`src/rtl/gpio_in_cond_if.sv`:
```
// rtl/gpio_in_cond_if.sv - pad/config/event signal bundle for gpio_in_cond
// master drives pads and configuration; slave is the conditioning block.
interface gpio_in_cond_if #(
   parameter int NUM_PINS = 8,
   parameter int DB_CNT_W = 16
);
   logic [NUM_PINS-1:0]   pad_i;
   logic [NUM_PINS-1:0]   db_en_i;
   logic [DB_CNT_W-1:0]   db_period_i;
   logic [2*NUM_PINS-1:0] edge_mode_i;
   logic [NUM_PINS-1:0]   evt_clr_i;
   logic [NUM_PINS-1:0]   pin_o;
   logic [NUM_PINS-1:0]   evt_pulse_o;
   logic [NUM_PINS-1:0]   evt_o;
   logic                  irq_o;

   modport master (
      output pad_i, db_en_i, db_period_i, edge_mode_i, evt_clr_i,
      input  pin_o, evt_pulse_o, evt_o, irq_o
   );

   modport slave (
      input  pad_i, db_en_i, db_period_i, edge_mode_i, evt_clr_i,
      output pin_o, evt_pulse_o, evt_o, irq_o
   );
endinterface

```
`src/rtl/gpio_in_cond.sv`:
```
// rtl/gpio_in_cond.sv - per-pin synchroniser, debouncer, edge detector and sticky events
// Each pin runs its own STABLE/COUNT debounce FSM against the registered output level.
module gpio_in_cond #(
   parameter int NUM_PINS    = 8,
   parameter int SYNC_STAGES = 2,
   parameter int DB_CNT_W    = 16
) (
   input logic           clk,
   input logic           rst,
   gpio_in_cond_if.slave bus
);
   typedef enum logic {STABLE = 1'b0, COUNT = 1'b1} state_e;

   logic [NUM_PINS-1:0] sync_q [SYNC_STAGES];
   logic [NUM_PINS-1:0] sync_s;
   state_e              state_q [NUM_PINS];
   state_e              state_d [NUM_PINS];
   logic [DB_CNT_W-1:0] cnt_q   [NUM_PINS];
   logic [DB_CNT_W-1:0] cnt_d   [NUM_PINS];
   logic [NUM_PINS-1:0] pin_q, pin_d;
   logic [NUM_PINS-1:0] pulse_q, pulse_d;
   logic [NUM_PINS-1:0] evt_q, evt_d;
   logic                period_zero;

   assign sync_s      = sync_q[SYNC_STAGES-1];
   assign period_zero = (bus.db_period_i == '0);

   always_ff @(posedge clk) begin
      if (rst) begin
         for (int s = 0; s < SYNC_STAGES; s++) sync_q[s] <= '0;
      end else begin
         sync_q[0] <= bus.pad_i;
         for (int s = 1; s < SYNC_STAGES; s++) sync_q[s] <= sync_q[s-1];
      end
   end

   always_comb begin
      pin_d   = pin_q;
      pulse_d = '0;
      for (int i = 0; i < NUM_PINS; i++) begin
         state_d[i] = state_q[i];
         cnt_d[i]   = cnt_q[i];
         case (state_q[i])
            STABLE: begin
               if (sync_s[i] != pin_q[i]) begin
                  if (!bus.db_en_i[i] || period_zero) begin
                     pin_d[i] = sync_s[i];
                  end else begin
                     state_d[i] = COUNT;
                     cnt_d[i]   = DB_CNT_W'(1);
                  end
               end
            end
            COUNT: begin
               // Disable and glitch both abandon the count without touching the level.
               if (!bus.db_en_i[i] || (sync_s[i] == pin_q[i])) begin
                  state_d[i] = STABLE;
                  cnt_d[i]   = '0;
               end else if (cnt_q[i] >= bus.db_period_i) begin
                  pin_d[i]   = sync_s[i];
                  state_d[i] = STABLE;
                  cnt_d[i]   = '0;
               end else begin
                  cnt_d[i] = cnt_q[i] + DB_CNT_W'(1);
               end
            end
            default: begin
               state_d[i] = STABLE;
               cnt_d[i]   = '0;
            end
         endcase
         pulse_d[i] = (pin_d[i] & ~pin_q[i] & bus.edge_mode_i[2*i])
                    | (~pin_d[i] & pin_q[i] & bus.edge_mode_i[2*i+1]);
      end
      // A new event outranks a clear issued in the same cycle.
      evt_d = (evt_q & ~bus.evt_clr_i) | pulse_d;
   end

   always_ff @(posedge clk) begin
      if (rst) begin
         for (int i = 0; i < NUM_PINS; i++) begin
            state_q[i] <= STABLE;
            cnt_q[i]   <= '0;
         end
         pin_q   <= '0;
         pulse_q <= '0;
         evt_q   <= '0;
      end else begin
         for (int i = 0; i < NUM_PINS; i++) begin
            state_q[i] <= state_d[i];
            cnt_q[i]   <= cnt_d[i];
         end
         pin_q   <= pin_d;
         pulse_q <= pulse_d;
         evt_q   <= evt_d;
      end
   end

   assign bus.pin_o       = pin_q;
   assign bus.evt_pulse_o = pulse_q;
   assign bus.evt_o       = evt_q;
   assign bus.irq_o       = |evt_q;
endmodule

```
`src/flat_wrapper.sv`:
```
// flat-port wrapper written by rule: the top's interface ports become plain ports
module gpio_in_cond_flat 
#(
   parameter int NUM_PINS    = 8,
   parameter int SYNC_STAGES = 2,
   parameter int DB_CNT_W    = 16
)
  (clk, rst, bus_pad_i, bus_db_en_i, bus_db_period_i, bus_edge_mode_i, bus_evt_clr_i, bus_pin_o, bus_evt_pulse_o, bus_evt_o, bus_irq_o);
  gpio_in_cond_if #(.NUM_PINS(NUM_PINS), .DB_CNT_W(DB_CNT_W)) bus_i ();
  input logic clk;
  input logic rst;
  input wire logic [$bits(bus_i.pad_i)-1:0] bus_pad_i;
  input wire logic [$bits(bus_i.db_en_i)-1:0] bus_db_en_i;
  input wire logic [$bits(bus_i.db_period_i)-1:0] bus_db_period_i;
  input wire logic [$bits(bus_i.edge_mode_i)-1:0] bus_edge_mode_i;
  input wire logic [$bits(bus_i.evt_clr_i)-1:0] bus_evt_clr_i;
  output wire logic [$bits(bus_i.pin_o)-1:0] bus_pin_o;
  output wire logic [$bits(bus_i.evt_pulse_o)-1:0] bus_evt_pulse_o;
  output wire logic [$bits(bus_i.evt_o)-1:0] bus_evt_o;
  output wire logic [$bits(bus_i.irq_o)-1:0] bus_irq_o;
  assign bus_i.pad_i = bus_pad_i;
  assign bus_i.db_en_i = bus_db_en_i;
  assign bus_i.db_period_i = bus_db_period_i;
  assign bus_i.edge_mode_i = bus_edge_mode_i;
  assign bus_i.evt_clr_i = bus_evt_clr_i;
  assign bus_pin_o = bus_i.pin_o;
  assign bus_evt_pulse_o = bus_i.evt_pulse_o;
  assign bus_evt_o = bus_i.evt_o;
  assign bus_irq_o = bus_i.irq_o;
  gpio_in_cond #(.NUM_PINS(NUM_PINS), .SYNC_STAGES(SYNC_STAGES), .DB_CNT_W(DB_CNT_W)) u_core (.clk(clk), .rst(rst), .bus(bus_i));
endmodule
```
`config.mk`:
```
export PLATFORM = sky130hd
export DESIGN_NAME = gpio_in_cond_flat
export DESIGN_NICKNAME = d
export VERILOG_FILES = /design/src/rtl/gpio_in_cond_if.sv /design/src/rtl/gpio_in_cond.sv /design/src/flat_wrapper.sv
export SDC_FILE = /design/constraint.sdc
export NUM_CORES = 1
export LEC_CHECK = 0
export ABC_AREA = 0
export ABC_CLOCK_PERIOD_IN_PS = 2700
export CORE_ASPECT_RATIO = 0.75
export CORE_MARGIN = 10
export CORE_UTILIZATION = 54
export DETAILED_ROUTE_END_ITERATION = 12
export MAX_ROUTING_LAYER = met4
export PLACE_DENSITY = 0.8
export SLEW_MARGIN = 20
export SYNTH_ARGS = -nofsm -noshare
export SYNTH_HDL_FRONTEND = slang
export SYNTH_SLANG_ARGS = --single-unit
```
`constraint.sdc`:
```
create_clock -name clk -period 2.7 [get_ports clk]
set_input_delay 0.54 -clock clk [delete_from_list [all_inputs] [get_ports clk]]
set_output_delay 0.54 -clock clk [all_outputs]
set_load 0.03 [all_outputs]
```
* Yosys cells after proc, flatten, opt, wreduce, memory -nomap -nowiden
Memories as Yosys holds them, arrays and structs flattened. Index checks and enable logic that the tools add are counted.
Storage, ports and cells: RAM bits 152, word-level logic and storage cells 290, input bits 58, output and inout bits 25, register bits after elaboration 24, memories 3
Memory list:
- u_core.cnt_q | words 8, width 16, rd ports 8, clocked after Yosys merged registers in 0, wr ports 8, line gpio_in_cond.sv:18 | logic [DB_CNT_W-1:0] cnt_q [NUM_PINS];
- u_core.sync_q | words 2, width 8, rd ports 2, clocked after Yosys merged registers in 0, wr ports 2, line gpio_in_cond.sv:14 | logic [NUM_PINS-1:0] sync_q [SYNC_STAGES];
- u_core.state_q | words 8, width 1, rd ports 8, clocked after Yosys merged registers in 0, wr ports 8, line gpio_in_cond.sv:16 | state_e state_q [NUM_PINS];
Operators by class: equal/unequal tests 16, reductions and logical operators 26, add/subtract/negate cells 8, mux-type cells 141, magnitude comparators 8, bitwise logic cells 85
Operators by type and width (number):
- $mux W16 | 40
- $pmux W16 S2 | 8
- $add A16 B1 Y16 const B | 8
- $ge A16 B16 Y1 | 8
- $mux W1 | 75
- $and A1 B1 Y1 | 32
- $pmux W1 S2 | 16
- $or A1 B1 Y1 | 26
- $not A1 Y1 | 24
- $logic_not A16 Y1 | 1
- $logic_or A1 B1 Y1 | 16
- $mux W8 | 2
- $and A8 B8 Y8 | 1
- $eq A1 B1 Y1 | 8
- $logic_not A1 Y1 | 8
- $ne A1 B1 Y1 | 8
- $not A8 Y8 | 1
- $or A8 B8 Y8 | 1
- $reduce_or A8 Y1 | 1

* Logic depth before layout (Yosys ltp)
Gate-level depths: netlist of the first run.
depth in word-level cells 10, mapped depth 11, mapped depth without buffers 9

* Worst setup path before layout of the first run
Ideal clock, no wire load.
path type input-to-reg, from input port bus_db_period_i[5], to memory u_core.cnt_q[4][12] (netlist: u_core.cnt_q[1][12]), cell stages on the path 10, setup time 62 ps, required time 2638 ps, path buffers 1, arrival time 2608 ps, path slack 30 ps, cells stage by stage inv_1 -> ha_1 -> a21oi_1 -> o21ai_1 -> a211o_1 -> a211o_1 -> or3_1 -> buf_2 -> or3_1 -> nand3_1
RTL lines:
- start, declared | line flat_wrapper.sv:14 | input wire logic [$bits(bus_i.db_period_i)-1:0] bus_db_period_i;
- end, declared | line gpio_in_cond.sv:18

* Final worst setup path of the first run
from register u_core.evt_q[2] (netlist: u_core.bus.evt_o[2]), to output port bus_irq_o
Between the ends: cells in the longest elaborated chain, start to end 1
RTL lines:
- start, declared | line gpio_in_cond.sv:22 | logic [NUM_PINS-1:0] evt_q, evt_d;
- start signal, assigned | line gpio_in_cond.sv:95 | evt_q <= evt_d;
- $reduce_or A8 Y1 | line gpio_in_cond.sv:102 | assign bus.irq_o = |evt_q;
- end, declared | line flat_wrapper.sv:20 | output wire logic [$bits(bus_i.irq_o)-1:0] bus_irq_o;
Every way passes these cells.

==> impl_summary.log, run 1 <==
INFO  metric finalSetupTns = 0 ns
INFO  metric cts_hold_buf = 0
INFO  metric worst_case_vdd_ir_drop = 0.000420 V
INFO  metric comb_power_share = 0.113
INFO  metric setup.worst_path.class = register to output pin
INFO  metric detail_route.vias_per_cell = 6.11
INFO  metric number_of_flip_flops_and_latches_in_the_synthesized_netlist = 176
INFO  metric nFillCells = 1,581
INFO  metric design_area = 14,000 um^2
INFO  metric hold_viol = 0
INFO  metric timing.final.max_slew_violations = 0
INFO  metric grt_first_pass_wirelength = 52.6 mm
INFO  metric hold_path_startpoint = rst
INFO  metric clock.fmax = 374 MHz
INFO  metric post-layout-total-power = 5.79 mW
INFO  metric buffers_from_clock_root_to_sink_at_most = 2
INFO  metric outcome = finished, final reports clean
INFO  metric synth-xor-area-share = 0.0267
INFO  metric routed_wirelength = 33.4 mm
INFO  metric clkTransAtPathRegs = 0.06 ns
INFO  metric setup-violations-final = 0
INFO  metric ordered_list_of_cells_on_the_worst_path = nor4_1 -> nand2_1 -> clkdlybuf4s50_1
INFO  metric relative_contribution_of_sequential_cells_to_total_power = 0.459
INFO  metric slew-limit-headroom = 0.561
INFO  metric num_rows = 45
INFO  metric antennaDiodeCount = 0
INFO  metric skew = 0.0152 ns
INFO  metric netlist.area_leader.share = 0.316
INFO  metric synthTopCellsByArea = sky130_fd_sc_hd__dfxtp_1, sky130_fd_sc_hd__ha_1, sky130_fd_sc_hd__a21oi_1
INFO  metric synthesis.instances = 1,367
INFO  metric post-route-worst-setup-slack = 0.0240 ns
INFO  metric first_global_vias = 10,200
INFO  metric post_route_cells_drive_above_1_share = 0.138
INFO  metric final_min_period_over_clock_period = 0.991
INFO  metric drc_errors = 0
INFO  metric tritoncts_buffer_count = 17
INFO  metric synthArstFlopShare = 0
INFO  metric placed_area = 13,100 um^2
INFO  metric yosys-mux-area-fraction = 0.0144
INFO  metric cpLargestDelayFamily = simple AND/OR/NAND/NOR gates
INFO  metric gp_congestion = 0.958
INFO  metric timing.critical_path.required = 2.16 ns
INFO  metric port_buffers = 82
INFO  metric adder_cell_share_of_the_synthesized_area = 0.153
INFO  metric post_layout_nonfiller_instances = 1,837
INFO  metric static-leakage-power = 6.01 nW
INFO  metric synth.avg_cell_area = 8.15 um^2
INFO  metric cts_tree = yes
INFO  metric pin_count_of_the_biggest_net_entering_global_routing = 56
INFO  metric synthesis.yosys.warnings = 0
INFO  metric synth_simple_gate_area_frac = 0.258
INFO  metric min-delay-path-class = primary input to register
INFO  metric initial_utilization = 0.550
INFO  metric mappedNetlistNets = 1,561
INFO  metric num_vias = 11,200
INFO  metric synth-compound-area-share = 0.196
INFO  metric cts-root-buf = sky130_fd_sc_hd__clkbuf_16
INFO  metric crit_fanout = 3
INFO  metric yosys.cell_types.count = 68
INFO  metric floorplan.io_pins = 83
INFO  metric nNetsFinal = 1,760
INFO  metric proportion_of_synthesized_chip_area_in_sequential_cells = 0.316
INFO  metric maxCapViolCount = 0
INFO  metric cp_data_arrival_time = 2.14 ns
INFO  metric dpl_hpwl = 24.7 mm
INFO  metric cpPeakStageDelay = 0.62 ns
INFO  metric yosysTopAreaCell = sky130_fd_sc_hd__dfxtp_1
INFO  metric netSwitchingFraction = 0.253
INFO  metric worst_tran_pin_value = 0.653 ns
INFO  metric die_w = 186 um
INFO  metric die_y = 144 um
INFO  metric fin_crit_period = 2.68 ns
INFO  metric globalRouteOverflowTotal = 0
INFO  metric worst_hold_slack = 0.389 ns
INFO  metric power.density = 412 nW/um^2
INFO  metric synth_edf_count = 0
INFO  metric yosys.cell_count.top_type = sky130_fd_sc_hd__dfxtp_1
INFO  metric crit_path_top_delay_cell = sky130_fd_sc_hd__nor4_1
INFO  metric cell_internal_pwr = 4.33 mW
INFO  metric synth-main-ff-cell = sky130_fd_sc_hd__dfxtp_1
INFO  metric htreeDepth = 4
INFO  metric ant_nets = 0
INFO  metric synth.top_cells.by_count = sky130_fd_sc_hd__dfxtp_1, sky130_fd_sc_hd__nand2_1, sky130_fd_sc_hd__ha_1
INFO  metric tritoncts_num_sinks = 176
INFO  metric crit_path_end_kind = output pin
INFO  metric placed_cells_incl_taps = 1,789
INFO  metric timing.critical_path.from_type = register
INFO  metric layout-area-overhead-vs-synth = 26.0%
INFO  metric worst-path-buf-inv = 1
INFO  metric synth_top_family_by_area = simple AND/OR/NAND/NOR gates
INFO  metric final_core_util = 0.692
INFO  metric net-switching-power = 1.46 mW
INFO  metric pwr-share-clk = 0.428
INFO  metric dr.pass1.iters = 6
INFO  metric routedWlPerCell = 18.2 um
INFO  metric syn_area = 11,100 um^2
INFO  metric core_area = 20,300 um^2
INFO  metric floorplan.die_area = 26,800 um^2
INFO  metric groute.usage.overall = 0.250
INFO  metric clk-insertion-delay-late = 0.44 ns
INFO  metric dpl_worst_slack = -0.713 ns
INFO  metric startpoint_of_the_worst_register_to_register_path = u_core.cnt_q[0][16]
INFO  metric grt_antenna_before_repair = 0
INFO  metric detail_route.iter0.violations = 1,337
INFO  metric setup.worst_path.start = u_core.bus.evt_o[2]
## per-layer routing
metal / vias to the layer above / share of wire / wire length [um] / global-route usage
met5: - / 0 / 0 / -
met4: 0 / 0.031 / 1040 / 0.0990
met3: 68 / 0.084 / 2810 / 0.0456
met2: 476 / 0.42 / 14100 / 0.353
met1: 5260 / 0.46 / 15500 / 0.345
li1: 5411 / - / - / -
## layout make-up
| type | instances | area (um^2) | area share |
|---|---|---|---|
| clock buffer | 25 | 505 | 0.0360 |
| tap | 258 | 323 | 0.0230 |
| inverter | 55 | 216 | 0.0154 |
| timing repair buffer | 219 | 2020 | 0.144 |
| multi-input combinational | 1097 | 7370 | 0.525 |
| sequential | 176 | 3520 | 0.251 |
| clock inverter | 7 | 75.1 | 0.00535 |
## cell usage in the layout, fill, tap and decap left out, types with 26 or more instances in the layout
| master | instances |
|---|---|
| sky130_fd_sc_hd__dfxtp_1 | 176 |
| sky130_fd_sc_hd__nand2_1 | 138 |
| sky130_fd_sc_hd__ha_1 | 132 |
| sky130_fd_sc_hd__nor2_1 | 123 |
| sky130_fd_sc_hd__buf_4 | 119 |
| sky130_fd_sc_hd__a21oi_1 | 113 |
| sky130_fd_sc_hd__nand3_1 | 71 |
| sky130_fd_sc_hd__clkdlybuf4s50_1 | 66 |
| sky130_fd_sc_hd__o21ai_0 | 52 |
| sky130_fd_sc_hd__inv_1 | 44 |
| sky130_fd_sc_hd__a31oi_1 | 41 |
| sky130_fd_sc_hd__and3_1 | 39 |
| sky130_fd_sc_hd__nand4_1 | 28 |
| sky130_fd_sc_hd__nand2b_1 | 28 |
| sky130_fd_sc_hd__nor2b_1 | 26 |
## worst register-to-register path, stage by stage (launching register included)
cell and delay (ns):
sky130_fd_sc_hd__dfxtp_1 0.40, sky130_fd_sc_hd__inv_1 0.09, sky130_fd_sc_hd__ha_1 0.27, sky130_fd_sc_hd__nand2b_4 0.13
sky130_fd_sc_hd__a2111o_1 0.41, sky130_fd_sc_hd__a32oi_2 0.23, sky130_fd_sc_hd__o211ai_4 0.13, sky130_fd_sc_hd__buf_4 0.16
sky130_fd_sc_hd__buf_4 0.13, sky130_fd_sc_hd__a31oi_1 0.21, sky130_fd_sc_hd__nor2_1 0.10, sky130_fd_sc_hd__a21o_1 0.15
## final timing paths
path,endpoint,slack [ns],cells after the start
setup reg to reg,u_core.bus.evt_o[1],0.19,11
setup / recovery,bus_irq_o,0.02,3
hold / removal,u_core.sync_q[0][11],0.39,2
hold reg to reg,u_core.sync_q[0][14],0.44,1
## power by group through the flow
stage / Sequential (mW) / Clock (mW) / Combinational [mW]
floorplan: 2.72 / 0 / 0.289
global placement: 2.71 / 0 / 0.607
detailed placement: 2.71 / 0 / 0.624
CTS: 2.65 / 2.48 / 0.638
global route: 2.66 / 2.59 / 0.712
finish: 2.66 / 2.48 / 0.653
## what timing repair did
action | CTS | global route
pin swaps | 9 | 22
setup endpoints to repair | 106 | 79
gates cloned | 2 | 3
setup buffers | 7 | 4
gates resized for setup | 39 | 31
## cell families after synthesis
kind of cell	Yosys count
adder cells (fa/ha/maj)	136
AND/OR/NAND/NOR	564
AO/OA/AOI/OAI	347
buffers and inverters	94
multiplexers	16
flip-flops	176
XOR/XNOR	34
## state kept, by name, indices dropped and copies added, names as in the netlist
name / flops
u_core.bus.evt_o: 8
u_core.cnt_q: 128
u_core.state_q: 8
u_core.bus.evt_pulse_o: 8
u_core.bus.pin_o: 8
u_core.sync_q: 16
(Power assumes the default switching activity.)
==> run 2: changes to the inputs <==
--- a/config.mk
+++ b/config.mk
@@ -6,13 +6,12 @@
 export NUM_CORES = 1
 export LEC_CHECK = 0
 export ABC_AREA = 0
-export ABC_CLOCK_PERIOD_IN_PS = 2700
 export CORE_ASPECT_RATIO = 0.75
 export CORE_MARGIN = 10
-export CORE_UTILIZATION = 54
+export CORE_UTILIZATION = 55
 export DETAILED_ROUTE_END_ITERATION = 12
 export MAX_ROUTING_LAYER = met4
-export PLACE_DENSITY = 0.8
+export PLACE_DENSITY = 0.79
 export SLEW_MARGIN = 20
 export SYNTH_ARGS = -nofsm -noshare
 export SYNTH_HDL_FRONTEND = slang
==> constraint.sdc (replaced) <==
create_clock -name clk -period 3.1 [get_ports clk]
set_input_delay 0.62 -clock clk [delete_from_list [all_inputs] [get_ports clk]]
set_output_delay 0.62 -clock clk [all_outputs]
set_load 0.03 [all_outputs]
==> run 2 against run 1 <==
Against the previous run:
- clock skew shrank 0.0070 ns
- cell count shrank 2.4%
- worst hold slack gained 0.049 ns
- non-clock buffer count shrank 39
- cell area shrank 2.9%
- setup slack gained 0.065 ns
- first-iteration DRC count shrank 23%
- critical endpoint is now u_core.cnt_q[1][57]
- register-to-register slack gained 0.37 ns
- sequential cell count is the same
==> impl_summary.log, run 2 (synthesis gave the netlist of run 1 again) <==
INFO  metric clk-insertion-delay-late = 0.45 ns (about the same)
INFO  metric nNetsFinal = 1,721 (-2.2%)
INFO  metric cts_hold_buf = 0 (unchanged)
INFO  metric detail_route.vias_per_cell = 6.11 (about the same)
INFO  metric clock.fmax = 332 MHz
INFO  metric post_route_cells_drive_above_1_share = 0.101 (-0.0373)
INFO  metric initial_utilization = 0.567 (+0.0172)
INFO  metric comb_power_share = 0.107 (-0.006)
INFO  metric setup-violations-final = 0 (unchanged)
INFO  metric dpl_hpwl = 24.6 mm (-0.18%)
INFO  metric critical_path_s_most_frequent_cell = sky130_fd_sc_hd__a221o_1
INFO  metric cts-root-buf = sky130_fd_sc_hd__clkbuf_16
INFO  metric topRoutingLayerUsed = met4
INFO  metric ant_nets = 0 (unchanged)
INFO  metric drc_errors = 0 (unchanged)
INFO  metric final_core_util = 0.693 (+0.000866)
INFO  metric largest_register_ffs = 128 (unchanged)
INFO  metric crit_fanout = 12 (+9)
INFO  metric htreeDepth = 4 (unchanged)
INFO  metric maxCapViolCount = 0 (unchanged)
INFO  metric groute.usage.overall = 0.256 (+0.00583)
INFO  metric layout_common_cells = sky130_fd_sc_hd__dfxtp_1, sky130_fd_sc_hd__nand2_1, sky130_fd_sc_hd__ha_1
INFO  metric pwr-share-clk = 0.435 (+0.007)
INFO  metric tritoncts_num_sinks = 176 (unchanged)
INFO  metric core_area = 19,700 um^2 (-3.0%)
INFO  metric post_layout_nonfiller_instances = 1,792 (-2.4%)
INFO  metric fin_crit_period = 3.01 ns
INFO  metric min-delay-path-class = register to register
INFO  metric die_w = 184 um (-0.82%)
INFO  metric globalRouteOverflowTotal = 0 (unchanged)
INFO  metric dr.pass1.iters = 5 (-1)
INFO  metric cpPeakStageDelay = 0.55 ns (-0.07 ns)
INFO  metric layout-area-overhead-vs-synth = 22.3%
INFO  metric finalSetupTns = 0 ns (unchanged)
INFO  metric post-layout-total-power = 5.05 mW (-13%)
INFO  metric layout.cells.most_common = sky130_fd_sc_hd__dfxtp_1
INFO  metric buffers_from_clock_root_to_sink_at_most = 2 (unchanged)
INFO  metric num_vias = 10,900 (-2.4%)
INFO  metric grt_first_pass_wirelength = 53.1 mm (+0.93%)
INFO  metric power.density = 371 nW/um^2 (-10%)
INFO  metric hold_viol = 0 (unchanged)
INFO  metric timing.critical_path.required = 3.44 ns (+1.28 ns)
INFO  metric cp_data_arrival_time = 3.35 ns (+1.21 ns)
INFO  metric grt_setup_unrepaired = yes
INFO  metric gp_congestion = 0.958 (about the same)
INFO  metric setup.worst_path.class = primary input to register
INFO  metric cell_internal_pwr = 3.76 mW (-13%)
INFO  metric skew = 0.00817 ns (-0.00700 ns)
INFO  metric largestRegisters = u_core.cnt_q (128), u_core.sync_q (16)
INFO  metric num_rows = 44 (-2.2%)
INFO  metric timing.final.max_slew_violations = 0 (unchanged)
INFO  metric outcome = finished, final reports clean
INFO  metric grt_antenna_before_repair = 0 (unchanged)
INFO  metric crit_path_end_kind = register
INFO  metric slew-limit-headroom = 0.443 (-0.117)
INFO  metric floorplan.die_area = 26,400 um^2 (-1.6%)
INFO  metric antennaDiodeCount = 0 (unchanged)
INFO  metric routed_wirelength = 32.7 mm (-2.0%)
INFO  metric port_buffers = 82 (unchanged)
INFO  metric net-switching-power = 1.29 mW (-12%)
INFO  metric tritoncts_buffer_count = 17 (unchanged)
INFO  metric wl_met3 = 2.38 mm (-15%)
INFO  metric first_global_vias = 10,200 (-0.67%)
INFO  metric die_y = 143 um (-0.79%)
INFO  metric clkTransAtPathRegs = 0.07 ns (about the same)
INFO  metric timing.critical_path.from_type = primary input
INFO  metric crit_path_top_delay_cell = sky130_fd_sc_hd__clkdlybuf4s50_1
INFO  metric worst_case_vdd_ir_drop = 0.000343 V (-18%)
INFO  metric relative_contribution_of_sequential_cells_to_total_power = 0.458 (about the same)
INFO  metric worst_hold_slack = 0.438 ns (+0.0486 ns)
INFO  metric final_min_period_over_clock_period = 0.971
INFO  metric static-leakage-power = 5.75 nW (-4.4%)
INFO  metric met2_length = 14.3 mm (+1.8%)
INFO  metric detail_route.iter0.violations = 1,035 (-23%)
INFO  metric cts_tree = yes
INFO  metric netSwitchingFraction = 0.255 (+0.00204)
INFO  metric worst-path-buf-inv = 2 (+1)
INFO  metric worst_tran_pin_value = 0.826 ns (+0.173 ns)
INFO  metric routedWlPerCell = 18.2 um (+0.47%)
INFO  metric routedLengthMet1 = 15.2 mm (-1.6%)
INFO  metric floorplan.io_pins = 83 (unchanged)
INFO  metric placed_cells_incl_taps = 1,759 (-1.7%)
INFO  metric ordered_list_of_cells_on_the_worst_path = clkdlybuf4s50_1 -> clkinvlp_4 -> ha_1 -> nand4_1 -> or4_1 -> a221o_1 -> o211ai_2 -> nor3_4 -> and3_1 -> a221o_1
INFO  metric cpLargestDelayFamily = simple AND/OR/NAND/NOR gates
INFO  metric most_flops_register = u_core.cnt_q
INFO  metric pin_count_of_the_biggest_net_entering_global_routing = 53 (-5.4%)
## run 2: cell types whose count changed in the layout (fill, tap and decap cells not counted), sizes merged
| cell | before | now |
|---|---|---|
| buf | 135 | 99 |
| clkdlybuf4s50 | 66 | 81 |
| clkbuf | 29 | 19 |
| dlygate4sd2 | 7 | 0 |
| dlymetal6s2s | 4 | 0 |
| clkdlybuf4s15 | 3 | 0 |
| clkinvlp | 3 | 6 |
| bufinv | 1 | 2 |
| clkinv | 2 | 3 |
## run 2: final timing paths
kind | from | to | slack [ns] | cells past startpoint
worst min-delay path | u_core.sync_q[0][2] | u_core.sync_q[0][10] | 0.44 | 1
worst max register to register | u_core.cnt_q[1][53] | u_core.cnt_q[1][50] | 0.56 | 9
worst min register to register | u_core.sync_q[0][2] | u_core.sync_q[0][10] | 0.44 | 1
worst max-delay path | bus_db_period_i[9] | u_core.cnt_q[1][57] | 0.09 | 10
## run 2: layer usage
layer / vias up / global-route usage
met1: 5126 / 0.341
met5: - / -
met2: 403 / 0.384
met3: 66 / 0.0461
li1: 5350 / -
met4: 0 / 0.0813
## run 2: stage by stage
stage,area (um^2),setup slack [ns]
2_1_floorplan,11100,0.350
3_3_place_gp,13000,-0.343
3_5_place_dp,13000,-0.299
4_1_cts,13600,0.142
5_1_grt,13600,-0.0469
6_report,13600,0.0889
## run 2: repair_timing
item,in CTS,in global routing
resized for setup,0,10
buffers inserted,0,2
setup endpoints to repair,0,27
## run 2: final cells by class
cell class                      instances  area [um^2]
Clock buffer                           19          453
Clock inverter                         12          134
Fill cell                            1549         6030
Inverter                               55          210
Multi-Input combinational cell       1097         7240
Sequential cell                       176         3520
Tap cell                              253          317
Timing Repair Buffer                  180         1750
## run 2: power by group through the flow
stage | clock (mW) | combinational, mW | sequential (mW)
after global routing | 2.30 | 0.594 | 2.31
after detailed placement | 0 | 0.527 | 2.36
after floorplan | 0 | 0.252 | 2.37
final | 2.20 | 0.542 | 2.31
after CTS | 2.21 | 0.532 | 2.31
after global placement | 0 | 0.512 | 2.36
